==> src/rtl/core_pkg.sv <==
// -----------------------------------------------------------------------------
// core_pkg
// Shared types and constants for the instruction fetch stage.
//   fetch_state_t    : fetch FSM states (request / wait for response / hold for decode)
//   RESET_PC_DEFAULT : PC loaded on reset unless the instance overrides it
//   PC_STEP          : byte increment between sequential instructions
//   word_misaligned  : flags a byte address that is not on a 4-byte boundary
// -----------------------------------------------------------------------------
package core_pkg;

    typedef enum logic [1:0] {
        S_REQ  = 2'd0,
        S_WAIT = 2'd1,
        S_HOLD = 2'd2
    } fetch_state_t;

    localparam logic [31:0] RESET_PC_DEFAULT = 32'h0000_0000;
    localparam logic [31:0] PC_STEP          = 32'd4;

    // Non-zero low address bits mean the target is not a word address.
    function automatic logic word_misaligned(input logic [1:0] addr_lsb);
        return (addr_lsb != 2'b00);
    endfunction

endpackage : core_pkg

==> src/rtl/instr_fetch.sv <==
// -----------------------------------------------------------------------------
// instr_fetch
// Fetch stage ahead of decode. Holds the PC, keeps at most one instruction
// memory request in flight, and presents the returned word to decode through a
// valid/ready handshake. A redirect (pc_src/pc_target) overrides the
// sequential PC in every state; a request that is already in flight when the
// redirect arrives has its response discarded.
//
// Ports
//   clk, rst_n        : clock (rising edge), asynchronous active-low reset
//   imem_req_valid/ready/addr : fetch request channel, addr is always the PC
//   imem_rsp_valid/data       : one response per accepted request
//   instr_valid/ready, instr, instr_pc : instruction handed to decode
//   pc_src, pc_target : redirect request and target byte address
//   fetch_fault       : one-cycle pulse after a redirect to a misaligned target
// -----------------------------------------------------------------------------
module instr_fetch
    import core_pkg::*;
#(
    parameter int unsigned       XLEN     = 32,
    parameter logic [XLEN-1:0]   RESET_PC = RESET_PC_DEFAULT
) (
    input  logic            clk,
    input  logic            rst_n,
    output logic            imem_req_valid,
    input  logic            imem_req_ready,
    output logic [XLEN-1:0] imem_req_addr,
    input  logic            imem_rsp_valid,
    input  logic [XLEN-1:0] imem_rsp_data,
    output logic            instr_valid,
    input  logic            instr_ready,
    output logic [XLEN-1:0] instr,
    output logic [XLEN-1:0] instr_pc,
    input  logic            pc_src,
    input  logic [XLEN-1:0] pc_target,
    output logic            fetch_fault
);

    fetch_state_t    state_q, state_d;
    logic [XLEN-1:0] pc_q, pc_d;
    logic            drop_q, drop_d;
    logic [XLEN-1:0] instr_q, instr_d;
    logic [XLEN-1:0] instr_pc_q, instr_pc_d;
    logic            instr_valid_q, instr_valid_d;
    logic            req_valid_q, req_valid_d;
    logic            fault_q, fault_d;

    logic            req_fire_s;
    logic            instr_fire_s;
    logic [XLEN-1:0] redirect_pc_s;

    // Handshake decodes and the word-aligned redirect target.
    always_comb begin
        req_fire_s    = req_valid_q & imem_req_ready;
        instr_fire_s  = instr_valid_q & instr_ready;
        redirect_pc_s = {pc_target[XLEN-1:2], 2'b00};
    end

    // Next-state logic for the fetch FSM, PC and held instruction.
    always_comb begin
        state_d    = state_q;
        drop_d     = drop_q;
        instr_d    = instr_q;
        instr_pc_d = instr_pc_q;
        fault_d    = pc_src & word_misaligned(pc_target[1:0]);

        case (state_q)
            S_REQ: begin
                // A redirect in the acceptance cycle means the word coming
                // back belongs to the old path and must be thrown away.
                if (req_fire_s) begin
                    state_d = S_WAIT;
                    drop_d  = pc_src;
                end else begin
                    state_d = S_REQ;
                    drop_d  = 1'b0;
                end
            end
            S_WAIT: begin
                if (imem_rsp_valid) begin
                    if (drop_q | pc_src) begin
                        state_d = S_REQ;
                        drop_d  = 1'b0;
                    end else begin
                        state_d    = S_HOLD;
                        drop_d     = 1'b0;
                        instr_d    = imem_rsp_data;
                        instr_pc_d = pc_q;
                    end
                end else begin
                    state_d = S_WAIT;
                    drop_d  = drop_q | pc_src;
                end
            end
            S_HOLD: begin
                // A redirect squashes the held word; if decode takes it in
                // the same cycle it still counts as consumed.
                if (instr_fire_s | pc_src) begin
                    state_d = S_REQ;
                end else begin
                    state_d = S_HOLD;
                end
                drop_d = 1'b0;
            end
            default: begin
                state_d = S_REQ;
                drop_d  = 1'b0;
            end
        endcase

        if (pc_src) begin
            pc_d = redirect_pc_s;
        end else if ((state_q == S_HOLD) && instr_fire_s) begin
            pc_d = pc_q + XLEN'(PC_STEP);
        end else begin
            pc_d = pc_q;
        end

        // Outputs are registered copies of the decoded next state.
        req_valid_d   = (state_d == S_REQ);
        instr_valid_d = (state_d == S_HOLD);
    end

    // State and output registers.
    always_ff @(posedge clk or negedge rst_n) begin
        if (!rst_n) begin
            state_q       <= S_REQ;
            pc_q          <= RESET_PC;
            drop_q        <= 1'b0;
            instr_q       <= '0;
            instr_pc_q    <= '0;
            instr_valid_q <= 1'b0;
            req_valid_q   <= 1'b0;
            fault_q       <= 1'b0;
        end else begin
            state_q       <= state_d;
            pc_q          <= pc_d;
            drop_q        <= drop_d;
            instr_q       <= instr_d;
            instr_pc_q    <= instr_pc_d;
            instr_valid_q <= instr_valid_d;
            req_valid_q   <= req_valid_d;
            fault_q       <= fault_d;
        end
    end

    assign imem_req_valid = req_valid_q;
    assign imem_req_addr  = pc_q;
    assign instr_valid    = instr_valid_q;
    assign instr          = instr_q;
    assign instr_pc       = instr_pc_q;
    assign fetch_fault    = fault_q;

endmodule : instr_fetch

==> config.mk <==
export PLATFORM = sky130hd
export DESIGN_NAME = instr_fetch
export DESIGN_NICKNAME = d
export VERILOG_FILES = /design/src/rtl/core_pkg.sv /design/src/rtl/instr_fetch.sv
export SDC_FILE = /design/constraint.sdc
export NUM_CORES = 1
export LEC_CHECK = 0
export ABC_AREA = 1
export CAP_MARGIN = 20
export CORE_MARGIN = 4
export CORE_UTILIZATION = 46
export CTS_CLUSTER_DIAMETER = 100
export DETAILED_ROUTE_END_ITERATION = 10
export HOLD_SLACK_MARGIN = 0.08
export PLACE_DENSITY = 0.79
export SYNTH_ARGS = -nofsm -noshare
export SYNTH_HDL_FRONTEND = slang
export SYNTH_SLANG_ARGS = --single-unit
==> constraint.sdc <==
create_clock -name clk -period 2 [get_ports clk]
set_input_delay 0.4 -clock clk [delete_from_list [all_inputs] [get_ports clk]]
set_output_delay 0.4 -clock clk [all_outputs]
set_load 0.01 [all_outputs]
==> results of run 1 <==
==> placed cells by master (no fill, tap or decap), drive strengths merged, types with 13 or more instances in the layout <==
cell and n:
nand3 37, o21ai 43, buf 17, inv 48, nand2 150, dfrtp 98
nor2 61, clkbuf 13, clkdlybuf4s50 163, mux2 36
==> logic make-up (layout without fill, tap and decap cells) <==
group / after synthesis / count (layout) / synth area share
buf+inv: 69 / 245 / 0.0647
other cells: 1 / 4 / 0.000772
simple gates: 255 / 255 / 0.224
flops: 98 / 98 / 0.505
fa+ha+maj: 1 / 1 / 0.00258
compound gates: 64 / 64 / 0.0752
mux: 36 / 36 / 0.111
xor+xnor: 9 / 9 / 0.0162
==> layout make-up <==
cell class / instances / area (sq um)
sequential: 98 / 2450
multi-input combinational: 369 / 2100
clock inverter: 3 / 40.0
inverter: 48 / 180
clock buffer: 13 / 139
tap: 136 / 170
timing repair buffer: 181 / 1820
fill: 814 / 3420
==> flip-flops by register name, summed over array words and instances, names as in the netlist <==
| register | cells |
|---|---|
| instr_valid | 1 |
| instr_pc | 30 |
| imem_req_valid | 1 |
| drop_q | 1 |
| state_q | 2 |
| instr | 32 |
| fetch_fault | 1 |
| imem_req_addr | 30 |
==> metal layers <==
metal | global-route usage | wire length (microns) | part of all wire
met1 | 0.301 | 6160 | 0.43
met2 | 0.381 | 6760 | 0.47
met3 | 0.0650 | 1050 | 0.074
met4 | 0.0755 | 276 | 0.019
met5 | 0 | 0 | 0
==> per-stage QoR <==
stage               area [sq um]  hold slack, ns
floorplan                   4870           0.104
global placement            6710           0.422
detailed placement          6710           0.430
CTS                         6900           0.499
global route                6900           0.517
finish                      6900           0.496
==> path summary, 6_finish.rpt <==
kind | start | end | slack [ns] | cells past startpoint
setup / recovery | imem_req_addr[9] | imem_req_addr[9] | 0.06 | 1
hold / removal | instr_pc[4] | instr_pc[4] | 0.50 | 2
setup reg to reg | imem_req_addr[3] | imem_req_addr[26] | 0.31 | 10
hold reg to reg | instr_pc[4] | instr_pc[4] | 0.50 | 2
max in group asynchronous | rst_n | instr[15] | 0.85 | 3
min in group asynchronous | rst_n | instr_pc[28] | 0.55 | 2
==> what timing repair did <==
action	4_1_cts	5_1_grt
hold buffers	1	0
endpoints found under the hold margin	38	0
resized for setup	0	0
==> power groups by stage <==
stage	clock, uW	sequential [uW]	combinational [uW]
final	1260	3160	3280
after global routing	1370	3250	3500
after CTS	1280	3150	3310
after detailed placement	0	3190	3290
after global placement	0	3150	3210
after floorplan	0	3430	1150
==> results.py, run 1 <==
metrics = {
    "finish": {
        "nets": 778,
        "post_route_cells_drive_above_1_share": 0.111,
        "area_delta_synth_final_pct": 42.1,
        "final_core_utilization": 0.669,
        "finalNonFillerCells": 848,
        "diodes": 0,
    },
    "pwr": {
        "clockPowerShare": 0.164,
        "post-layout-total-power_uw": 7700,
        "switchingPower_uw": 2430,
        "vdd_ir_drop_max_uv": 635,
        "pwr-share-comb": 0.426,
        "p_seq_frac": 0.410,
        "leakage_uw": 0.00320,
        "power.share.switching": 0.315,
        "power.density_nw_per_um2": 1120,
        "power.internal_uw": 5270,
    },
    "die": {
        "die_h_microns": 111,
        "coreArea_sq_um": 10300,
        "starting_utilization_of_the_core_area": 0.470,
        "die_width_microns": 111,
        "cell_row_count": 37,
        "num_io_pins": 169,
        "fp.dieArea_sq_um": 12300,
    },
    "clock_tree": {
        "cts_htree_levels": 3,
        "max-clock-path-buffers": 2,
        "clk_transition_reported_paths_ns": 0.09,
        "post-cts-setup-buffer-count": 0,
        "cts_inserted_buffers": 9,
        "cts_tree": "done",
        "clock-root-buffer": "clkbuf_8",
        "clock_insertion_delay_worst_skew_ns": 0.38,
        "clkSinkCount": 98,
    },
    "worst_setup_path": {
        "timing_worst_setup_path_type": "flip-flop to output pin",
        "worstPathArrival_ns": 1.54,
        "path_delay_family": "buffers and inverters",
        "crit_chain": "clkdlybuf4s50_1",
        "number_of_buffer_and_inverter_stages_on_the_critical_path": 1,
        "crit_path_max_fanout": 7,
        "timing.critical_path.required_ns": 1.60,
        "timing.critical_path.slowest_stage_cell": "clkdlybuf4s50_1",
        "critical_path.max_stage_delay_ns": 0.62,
        "critical_path.startpoint_type": "flip-flop",
        "worst_setup_path_end_kind": "output pin",
    },
    "sta": {
        "worst_pin_slew_ns": 0.560,
        "maxSlewHeadroom": 0.626,
        "finClkSkew_ns": 0.0117,
        "max_clk_rate_ghz": 0.515,
        "rsz0062_at_grt": "no",
        "post-route-period-util": 0.970,
        "hold_viol_final": 0,
        "final-max-slew-violation-count": 0,
        "finalCriticalPeriod_ns": 1.94,
        "final-setup-viol-count": 0,
        "fin_setup_tns_ns": 0,
        "final_critical_path_setup_slack_ns": 0.0592,
    },
    "global_routing": {
        "grt_first_pass_wirelength_microns": 23100,
        "overflow": 0,
        "first_global_vias": 4430,
        "number_of_antenna_violations_at_the_first_check_in_global_routing": 0,
        "global_route.usage.total": 0.234,
        "grt_start_max_net_pins": 41,
    },
    "routing": {
        "route.antenna.remaining_nets": 0,
        "drt-wirelength-per-cell_microns": 16.8,
        "via_count": 4344,
        "initialDrtViolationCount": 330,
        "number_of_vias_per_cell_after_detailed_routing": 5.12,
        "route.final.wire_length_microns": 14200,
        "post-route-drc-count": 0,
        "first_pass_iters": 5,
    },
    "yosys": {
        "postSynthRegisterBits": 98,
        "synth_seq_area_share": 0.505,
        "syn_area_sq_um": 4860,
        "synth_area_per_cell_sq_um": 9.11,
        "async_reset_ff_frac": 1.00,
        "cells_after_synthesis": 533,
        "synth_top_area_frac": 0.505,
        "synth_enable_flop_cells": 0,
        "synth_cell_type_count": 31,
        "synth.yosys.warnings": 0,
        "synth.most_common_cell": "nand2_1",
        "postSynth.topFlopCell": "dfrtp_1",
        "synth_area_leaders": "dfrtp_1 50%, nand2_1 11%, mux2_4 11%, o21ai_0 4.3%, nor2_1 4.1%",
        "synth_commonest_cells": "146 x nand2_1, 98 x dfrtp_1, 53 x nor2_1",
        "yosysTopAreaCell": "dfrtp_1",
    },
    "flow_run": {
        "maxCapViolCount": 0,
    },
    "worst_hold_path": {
        "holdCritPathClass": "flip-flop to flip-flop",
    },
    "placed_design": {
        "place.port_buffers": 164,
        "dp_hpwl_microns": 10900,
        "numPlacedInstances": 831,
        "preCtsSetupSlack_ns": 0.0781,
        "routabilityCongestion": 0.899,
    },
    "outcome": {
        "run_status": "complete, no violations",
    },
}
No activity file was read; power rests on OpenSTA's default activity.
==> inputs of run 2 (changes only) <==
ABC_CLOCK_PERIOD_IN_PS = 2000   (was default)
==> results of run 2 <==
Same layout as run 1: the final DEF is identical, and so are final timing and power.
